===== src/rtl/clock_display_scan.sv =====
// Six-digit multiplexed 7-segment driver for an HH:MM:SS clock.
// Snapshots the time once per frame, converts it to BCD, inserts a dark
// cycle between digits, and blinks the field being edited in set mode.
module clock_display_scan #(
  parameter int unsigned SCAN_MS  = 2,
  parameter int unsigned BLINK_MS = 250
) (
  input  logic       i_clk,
  input  logic       i_rst,
  input  logic       i_ms_pulse,
  input  logic [5:0] i_sec,
  input  logic [5:0] i_min,
  input  logic [4:0] i_hr,
  input  logic       i_set_mode,
  input  logic [1:0] i_field,
  output logic [6:0] o_seg,
  output logic [5:0] o_dig,
  output logic       o_dp
);

  localparam int unsigned SCAN_W   = 8;
  localparam int unsigned BLINK_W  = 10;
  localparam int unsigned IDX_W    = 3;
  localparam int unsigned LAST_IDX = 5;
  localparam logic [6:0]  SEG_DASH = 7'b1000000;
  localparam logic [5:0]  DIG_OFF  = 6'b111111;

  logic [SCAN_W-1:0]  r_scan_cnt;
  logic               r_adv;
  logic [IDX_W-1:0]   r_idx;
  logic               r_lit;
  logic [5:0]         r_snap_sec;
  logic [5:0]         r_snap_min;
  logic [4:0]         r_snap_hr;
  logic [BLINK_W-1:0] r_blink_cnt;
  logic               r_phase_on;
  logic               r_set_q;
  logic [1:0]         r_field_q;

  logic               w_restart;
  logic               w_phase_eff;
  logic [3:0]         w_sec_ones, w_sec_tens;
  logic [3:0]         w_min_ones, w_min_tens;
  logic [3:0]         w_hr_ones, w_hr_tens;
  logic               w_sec_bad, w_min_bad, w_hr_bad;
  logic [3:0]         w_digit;
  logic               w_bad;
  logic [1:0]         w_field;
  logic [6:0]         w_seg;
  logic               w_blank;
  logic               w_show;
  logic               w_dp;
  logic [5:0]         w_dig_en;

  // Standard active-high {g,f,e,d,c,b,a} patterns for decimal digits.
  function automatic logic [6:0] seg_of(input logic [3:0] d);
    case (d)
      4'd0:    seg_of = 7'b0111111;
      4'd1:    seg_of = 7'b0000110;
      4'd2:    seg_of = 7'b1011011;
      4'd3:    seg_of = 7'b1001111;
      4'd4:    seg_of = 7'b1100110;
      4'd5:    seg_of = 7'b1101101;
      4'd6:    seg_of = 7'b1111101;
      4'd7:    seg_of = 7'b0000111;
      4'd8:    seg_of = 7'b1111111;
      4'd9:    seg_of = 7'b1101111;
      default: seg_of = 7'b0000000;
    endcase
  endfunction

  // Per-digit dwell counter; r_adv pulses for one cycle when a digit's time is up.
  always_ff @(posedge i_clk or posedge i_rst) begin
    if (i_rst) begin
      r_scan_cnt <= '0;
      r_adv      <= 1'b0;
    end else begin
      r_adv <= 1'b0;
      if (i_ms_pulse) begin
        if (r_scan_cnt == SCAN_W'(SCAN_MS - 1)) begin
          r_scan_cnt <= '0;
          r_adv      <= 1'b1;
        end else begin
          r_scan_cnt <= r_scan_cnt + SCAN_W'(1);
        end
      end
    end
  end

  // Digit index; the time is sampled only when the frame wraps back to digit 0.
  always_ff @(posedge i_clk or posedge i_rst) begin
    if (i_rst) begin
      r_idx      <= '0;
      r_lit      <= 1'b0;
      r_snap_sec <= '0;
      r_snap_min <= '0;
      r_snap_hr  <= '0;
    end else if (r_adv) begin
      r_lit <= 1'b1;
      if (r_idx == IDX_W'(LAST_IDX)) begin
        r_idx      <= '0;
        r_snap_sec <= i_sec;
        r_snap_min <= i_min;
        r_snap_hr  <= i_hr;
      end else begin
        r_idx <= r_idx + IDX_W'(1);
      end
    end
  end

  // A newly selected field restarts the blink visible, so the user sees it at once.
  assign w_restart   = (i_set_mode & ~r_set_q) | (i_field != r_field_q);
  assign w_phase_eff = r_phase_on | w_restart;

  // Blink half-period counter and phase.
  always_ff @(posedge i_clk or posedge i_rst) begin
    if (i_rst) begin
      r_blink_cnt <= '0;
      r_phase_on  <= 1'b1;
      r_set_q     <= 1'b0;
      r_field_q   <= '0;
    end else begin
      r_set_q   <= i_set_mode;
      r_field_q <= i_field;
      if (w_restart) begin
        r_blink_cnt <= '0;
        r_phase_on  <= 1'b1;
      end else if (i_ms_pulse) begin
        if (r_blink_cnt == BLINK_W'(BLINK_MS - 1)) begin
          r_blink_cnt <= '0;
          r_phase_on  <= ~r_phase_on;
        end else begin
          r_blink_cnt <= r_blink_cnt + BLINK_W'(1);
        end
      end
    end
  end

  // Binary-to-BCD split of the snapshot plus range checks.
  assign w_sec_tens = 4'(r_snap_sec / 6'd10);
  assign w_sec_ones = 4'(r_snap_sec % 6'd10);
  assign w_min_tens = 4'(r_snap_min / 6'd10);
  assign w_min_ones = 4'(r_snap_min % 6'd10);
  assign w_hr_tens  = 4'(r_snap_hr / 5'd10);
  assign w_hr_ones  = 4'(r_snap_hr % 5'd10);
  assign w_sec_bad  = r_snap_sec > 6'd59;
  assign w_min_bad  = r_snap_min > 6'd59;
  assign w_hr_bad   = r_snap_hr > 5'd23;

  // Select the current digit's value, validity and owning field.
  always_comb begin
    w_digit = '0;
    w_bad   = 1'b0;
    w_field = 2'd0;
    case (r_idx)
      3'd0: begin w_digit = w_sec_ones; w_bad = w_sec_bad; w_field = 2'd1; end
      3'd1: begin w_digit = w_sec_tens; w_bad = w_sec_bad; w_field = 2'd1; end
      3'd2: begin w_digit = w_min_ones; w_bad = w_min_bad; w_field = 2'd2; end
      3'd3: begin w_digit = w_min_tens; w_bad = w_min_bad; w_field = 2'd2; end
      3'd4: begin w_digit = w_hr_ones;  w_bad = w_hr_bad;  w_field = 2'd3; end
      3'd5: begin w_digit = w_hr_tens;  w_bad = w_hr_bad;  w_field = 2'd3; end
      default: ;
    endcase
  end

  assign w_seg    = w_bad ? SEG_DASH : seg_of(w_digit);
  assign w_blank  = i_set_mode && (i_field != 2'd0) && !w_phase_eff && (i_field == w_field);
  assign w_show   = r_lit && !r_adv && !w_blank;
  assign w_dp     = w_show && ((r_idx == 3'd2) || (r_idx == 3'd4)) && !r_snap_sec[0];
  assign w_dig_en = ~(6'b000001 << r_idx);

  // Output register; the cycle of r_adv becomes the all-dark anti-ghost gap.
  always_ff @(posedge i_clk or posedge i_rst) begin
    if (i_rst) begin
      o_dig <= DIG_OFF;
      o_seg <= '0;
      o_dp  <= 1'b0;
    end else begin
      o_dig <= w_show ? w_dig_en : DIG_OFF;
      o_seg <= r_lit ? w_seg : '0;
      o_dp  <= w_dp;
    end
  end

endmodule


===== config.mk =====
export PLATFORM = sky130hd
export DESIGN_NAME = clock_display_scan
export DESIGN_NICKNAME = d
export VERILOG_FILES = /design/src/rtl/clock_display_scan.sv
export SDC_FILE = /design/constraint.sdc
export NUM_CORES = 1
export LEC_CHECK = 0
export BUFFER_PORTS_ARGS = -buffer_cell sky130_fd_sc_hd__buf_2
export CORE_MARGIN = 1.5
export CORE_UTILIZATION = 40
export CTS_CLUSTER_DIAMETER = 60
export CTS_CLUSTER_SIZE = 16
export DETAILED_ROUTE_END_ITERATION = 8
export HOLD_SLACK_MARGIN = 0.1
export PLACE_DENSITY_LB_ADDON = 0.1
export SETUP_SLACK_MARGIN = 0.3
export SLEW_MARGIN = 30
export SYNTH_ARGS = -nofsm -noshare
export SYNTH_HDL_FRONTEND = slang
export SYNTH_SLANG_ARGS = --single-unit

===== constraint.sdc =====
create_clock -name i_clk -period 4.15 [get_ports i_clk]
set_input_delay 0 -clock i_clk [delete_from_list [all_inputs] [get_ports i_clk]]
set_output_delay 0 -clock i_clk [all_outputs]
set_load 0.01 [all_outputs]

### Word level (Yosys, flattened, before mapping)

Memories as Yosys holds them, arrays and structs flattened.
Cells that the tools add are included.

* reductions and logical operators: 21
* $add $sub $neg: 3
* magnitude comparators: 3
* bitwise operators: 6
* equal/unequal tests: 9
* mux-type cells: 16
* divide/modulo/power cells: 6
* shifts and indexed selects: 1

Operators with widths (count)
* 2-to-1 mux 10 bit: 3
* case mux 4 bit (6 select lines): 1
* 2-to-1 mux 7 bit: 2
* divider 6 x 4 -> 6 bit (second input constant): 2
* > comparator 6 bit (second input constant): 2
* modulo 6 x 4 -> 6 bit (second input constant): 2
* adder 10 x 1 -> 10 bit (second input constant): 1
* equality test 10 x 8 -> 1 bit (second input constant): 1
* adder 8 x 1 -> 8 bit (second input constant): 1
* equality test 8 x 1 -> 1 bit (second input constant): 1
* 2-to-1 mux 8 bit: 1
* logical AND 1 bit: 7
* equality test 3 x 2 -> 1 bit (second input constant): 2
* equality test 3 bit (second input constant): 2
* 2-to-1 mux 6 bit: 1
* NOT 6 bit: 1
* case mux 2 bit (3 select lines): 1
* nonzero test 2 bit: 3
* OR reduction 2 bit: 3
* left shift 1 x 3 -> 6 bit (first input constant): 1
* divider 5 x 4 -> 5 bit (second input constant): 1
* > comparator 5 bit (second input constant): 1
* modulo 5 x 4 -> 5 bit (second input constant): 1
* 2-to-1 mux 1 bit: 5
* 13 further kinds: 19

* logic and storage cells: 80
* output and inout bits: 14
* ROM bits: 112
* memories: 1
* bits of input ports: 23
* register bits: 58

Memory list
* (name not given): words 16, width 7, rd ports 1, clocked after memory_dff 0, wr ports 0, RTL line 57 `case (d)`

### Logic depth before layout (Yosys ltp)

* word-level depth: 11
* gate-level depth with buffers: 22
* mapped depth without buffers: 18

### Least setup slack after synthesis

No wires, ideal clock.

* path kind: register to register
* start: reg r_idx[1]
* end: reg o_seg[5]
* stages on the path, launching flop included: 22
* path slack: -70 ps
* setup time: 82 ps
* arrival time: 4138 ps
* period minus slack after synthesis: 4220 ps
* cells stage by stage: dfrtp_1 > buf_6 > buf_4 > clkbuf_1 > and2_1 > ha_1 > clkbuf_1 > nand4_1 > nand3_1 > clkinv_2 > nor3_1 > nor2_1 > ha_1 > inv_1 > a311oi_1 > or3_1 > o221a_2 > o31ai_4 > inv_1 > ha_1 > or3_1 > a31oi_1

* longest elaborated chain between the ends: 5
* elaborated cells on any way between the ends: 14

RTL lines
* start, declared: RTL line 30 `logic [IDX_W-1:0] r_idx;`
* start signal, assigned: RTL line 106 `r_idx <= r_idx + IDX_W'(1);`
* equality test 3 bit (tied with other cells): RTL line 155 `case (r_idx)`
* case mux 4 bit (6 select lines) or OR reduction 2 bit (tied branches)
* memory read (16 x 7 bit) or case mux 1 bit (3 select lines) (tied branches)
* 2-to-1 mux 7 bit *: RTL line 166 `assign w_seg = w_bad ? SEG_DASH : seg_of(w_digit);`
* 2-to-1 mux 7 bit *: RTL line 180 `o_seg <= r_lit ? w_seg : '0;`
* end signal, assigned: RTL line 180
* end, declared: RTL line 16 `output logic [6:0] o_seg,`

Every way passes the cells marked *; elsewhere a longest branch is shown, timed or not.
A chain may end at the register's enable or synchronous reset.

### Worst setup path in the final report

* start: reg r_idx[1]
* end: reg o_seg[6]

Same word-level chain as after synthesis.

==> results.cfg <==
[timing]
timing_worst_slew_pin_value_ns = 0.723
setup_violating_endpoint_count_in_the_final_report = 0
finalClockSkew_ns = 0.0124
unrepaired_setup_endpoints_after_global_routing = yes
fin_setup_tns_ns = 0
period_minus_slack_ns = 3.75
timing_max_transition_violations_final = 0
slew_headroom_pct = 51.7
final.period_utilization_pct = 90.4
hold_viol_final = 0
achievable-frequency_ghz = 0.266

[grt]
grt_usage_pct = 18.9
grt_max_degree = 59
grt_pass1_wl_um = 15300
overflow = 0
first_global_vias = 3241
antenna_found_initial = 0

[final_layout]
post-route-cell-area_mm2 = 0.00508
mostFrequentLayoutCells = 48 x dfrtp_1, 36 x buf_2, 36 x buf_4
layout.cells.most_common = dfrtp_1
synthToLayoutAreaGrowth_pct = 31.1
final_nets = 528
layout.core_utilization_pct = 54.5
n_fill_cell = 842
drive_gt1_share_pct = 36.2
antenna_cells = 0

[power]
ir_worst_vdd_mv = 0.354
p_total_mw = 5.06
intPower_mw = 2.81
power.combinational.fraction_pct = 69.9
sw_frac_of_total_pct = 44.4
power.clock.fraction_pct = 11.8
sequentialPowerShare_pct = 18.3
p_leak_nw = 2.22
power.switching_mw = 2.25
power_per_cell_area_mw_per_mm2 = 995

[yosys]
synth-seq-cells = 58
ys_types = 86
synthesized_instance_count = 394
synth_enable_flop_cells = 0
syn-cell-area_mm2 = 0.00387
async_flop_share_pct = 100
synth_nets = 432
mean_instance_size_in_the_synthesized_netlist_um2 = 9.83
synthesis_warnings = 0
synth_flop_type = dfrtp_1
synth_seq_area_share_pct = 37.7

[clock_tree]
cts_buffers = 9
cts.sinks = 58
clk_pin_slew_worst_paths_ns = 0.07
clock_path_buffers = 2
ctsHtreeMaxLevel = 3
tritoncts_clock_tree = done
clk_latency_ns = 0.33
clockRootBuffer = clkbuf_8

[run_status]
outcome = complete, no violations

[placement]
gp_congestion = 0.831
io_buffer_count = 36
place.detailed.hpwl_um = 6470
placed_area_mm2 = 0.00423

[critical_path]
timing_worst_setup_path_type = flop to flop
cp-start-kind = flop
critPathMaxFanout = 6
arrival_time_of_the_worst_setup_path_ns = 4.00
crit_path_end_kind = flop
cp.required_ns = 4.39

[hold_path]
worst_hold_path_type = input port to flop

[routing]
detailedRoute.firstIterationViolations = 160
remaining_drcs = 0
vias = 3332
routed_wire_length_per_instance_um = 15.1
drt_pass1_iterations = 4
drt_wl_total_um = 9400
viasPerCell = 5.34
postRouteAntennaNets = 0

[job]
max-cap-violations = 0

[floorplan]
die_height_um = 101
core.rowCount = 35
io-pin-count = 37
core_area_mm2 = 0.00933
dieArea_mm2 = 0.0103
starting_density_pct = 41.5
die_x_um = 101
==> per-layer routing <==
layer	vias up	global-route usage [%]	routed length (um)
li1	1636	-	-
met1	1615	23.3	4230
met2	64	31.9	4720
met3	17	4.21	285
met4	0	7.69	166
met5	-	0	0
==> stage by stage <==
| step | cells | hold WS [ns] | setup WS [ns] |
|---|---|---|---|
| after global routing | 624 | 0.365 | 0.267 |
| after floorplan | 394 | 0.0314 | 0.308 |
| after detailed placement | 556 | 0.143 | 0.136 |
| after global placement | 556 | 0.143 | 0.148 |
| after CTS | 597 | 0.335 | 0.304 |
| final | 624 | 0.359 | 0.396 |
==> power groups by stage <==
stage	Sequential, mW	Clock [mW]	Combinational [mW]
after detailed placement	0.933	0	2.87
final	0.926	0.597	3.53
after floorplan	0.896	0	2.39
after global routing	0.951	0.640	3.88
after global placement	0.931	0	2.84
after CTS	0.915	0.614	2.98
==> cell families (layout without fill, tap and decap cells) <==
kind of cell	after synthesis	after routing	synth area share [%]
mux	24	24	6.91
buf+inv	37	138	5.46
simple gates	146	146	20.6
fa+ha+maj	15	15	4.84
flops	58	58	37.7
xor+xnor	18	18	4.46
compound gates	96	96	20.0
==> synth_stat cells, types with 2 or more instances <==
master / n / area (um2)
buf_4: 3 / 22.5
nor2_1: 29 / 109
nor3_2: 2 / 20.0
a211o_1: 4 / 35.0
xnor2_1: 8 / 70.1
ha_1: 15 / 188
inv_1: 14 / 52.6
inv_2: 4 / 15.0
dfrtp_1: 51 / 1280
or3_1: 5 / 31.3
a31oi_1: 8 / 50.1
nand4_1: 9 / 56.3
dfstp_2: 7 / 184
o211ai_2: 2 / 25.0
nand2_1: 28 / 105
clkinv_2: 2 / 10.0
a21boi_0: 2 / 15.0
a22o_1: 2 / 17.5
nor2b_1: 6 / 37.5
mux2i_1: 5 / 50.1
o211a_1: 2 / 20.0
a21oi_2: 2 / 17.5
buf_6: 6 / 67.6
o21ai_0: 15 / 75.1
nand3b_1: 2 / 15.0
a21o_1: 4 / 30.0
o311a_1: 4 / 40.0
nand2b_1: 5 / 31.3
clkbuf_1: 5 / 18.8
buf_2: 2 / 10.0
a32oi_1: 2 / 17.5
o21ai_1: 4 / 20.0
o211ai_1: 2 / 15.0
and3_1: 7 / 43.8
nor4b_1: 2 / 17.5
a21oi_1: 14 / 70.1
and2_1: 3 / 18.8
nor4_1: 4 / 25.0
nor3_1: 13 / 65.1
o21a_1: 2 / 15.0
o22ai_1: 4 / 25.0
a311oi_1: 2 / 17.5
nand3_1: 15 / 75.1
mux2_2: 18 / 203
xor2_1: 8 / 70.1
==> final timing paths <==
path / from / end / slack, ns / cells after the start
worst max register to register: r_idx[1]$_DFFE_PP0P_ / o_seg[6]$_DFF_PP0_ / 0.40 / 17
min in group asynchronous: i_rst / r_blink_cnt[0]$_DFFE_PP0P_ / 0.42 / 4
worst min register to register: r_scan_cnt[7]$_DFFE_PP0P_ / r_scan_cnt[7]$_DFFE_PP0P_ / 0.47 / 1
worst max-delay path: r_idx[1]$_DFFE_PP0P_ / o_seg[6]$_DFF_PP0_ / 0.40 / 17
max in group asynchronous: i_rst / r_idx[2]$_DFFE_PP0P_ / 3.23 / 4
worst min-delay path: i_set_mode / r_set_q$_DFF_PP0_ / 0.36 / 2
==> layout make-up <==
| cell class | instances | area (um2) | share of cell area (%) |
|---|---|---|---|
| Clock inverter | 4 | 73.8 | 1.45 |
| Timing Repair Buffer | 102 | 796 | 15.7 |
| Sequential cell | 58 | 1460 | 28.8 |
| Multi-Input combinational cell | 299 | 2340 | 46.1 |
| Clock buffer | 12 | 155 | 3.05 |
| Tap cell | 129 | 161 | 3.18 |
| Inverter | 20 | 88.8 | 1.75 |
==> what timing repair did <==
| item | CTS | global route |
|---|---|---|
| hold buffers | 22 | 0 |
| buffers inserted | 3 | 26 |
| endpoints found under the setup margin | 3 | 7 |
| hold endpoints to repair | 76 | 0 |
| resized for setup | 4 | 37 |
| gates cloned | 0 | 1 |
| pin swaps | 0 | 16 |
==> worst max-delay path, stage by stage (launching register included) <==
cell	delay, ns
dfrtp_2	0.44
buf_12	0.15
buf_6	0.13
nand2b_4	0.09
o311a_4	0.39
and2_4	0.18
inv_4	0.08
ha_4	0.22
or3_1	0.38
o211ai_1	0.09
o21ai_1	0.10
ha_1	0.32
nor3_2	0.05
a32oi_2	0.20
o21a_2	0.20
buf_4	0.12
mux2_4	0.30
a221oi_2	0.23
==> flip-flops by register name, summed over array words and instances (netlist names) <==
name	cells
r_blink_cnt	10
o_dig	6
o_seg	7
r_set_q	1
r_snap_hr	5
r_adv	1
r_snap_min	6
r_lit	1
r_phase_on	1
r_idx	3
o_dp	1
r_field_q	2
r_snap_sec	6
r_scan_cnt	8
No activity file was read; power rests on OpenSTA's default activity.
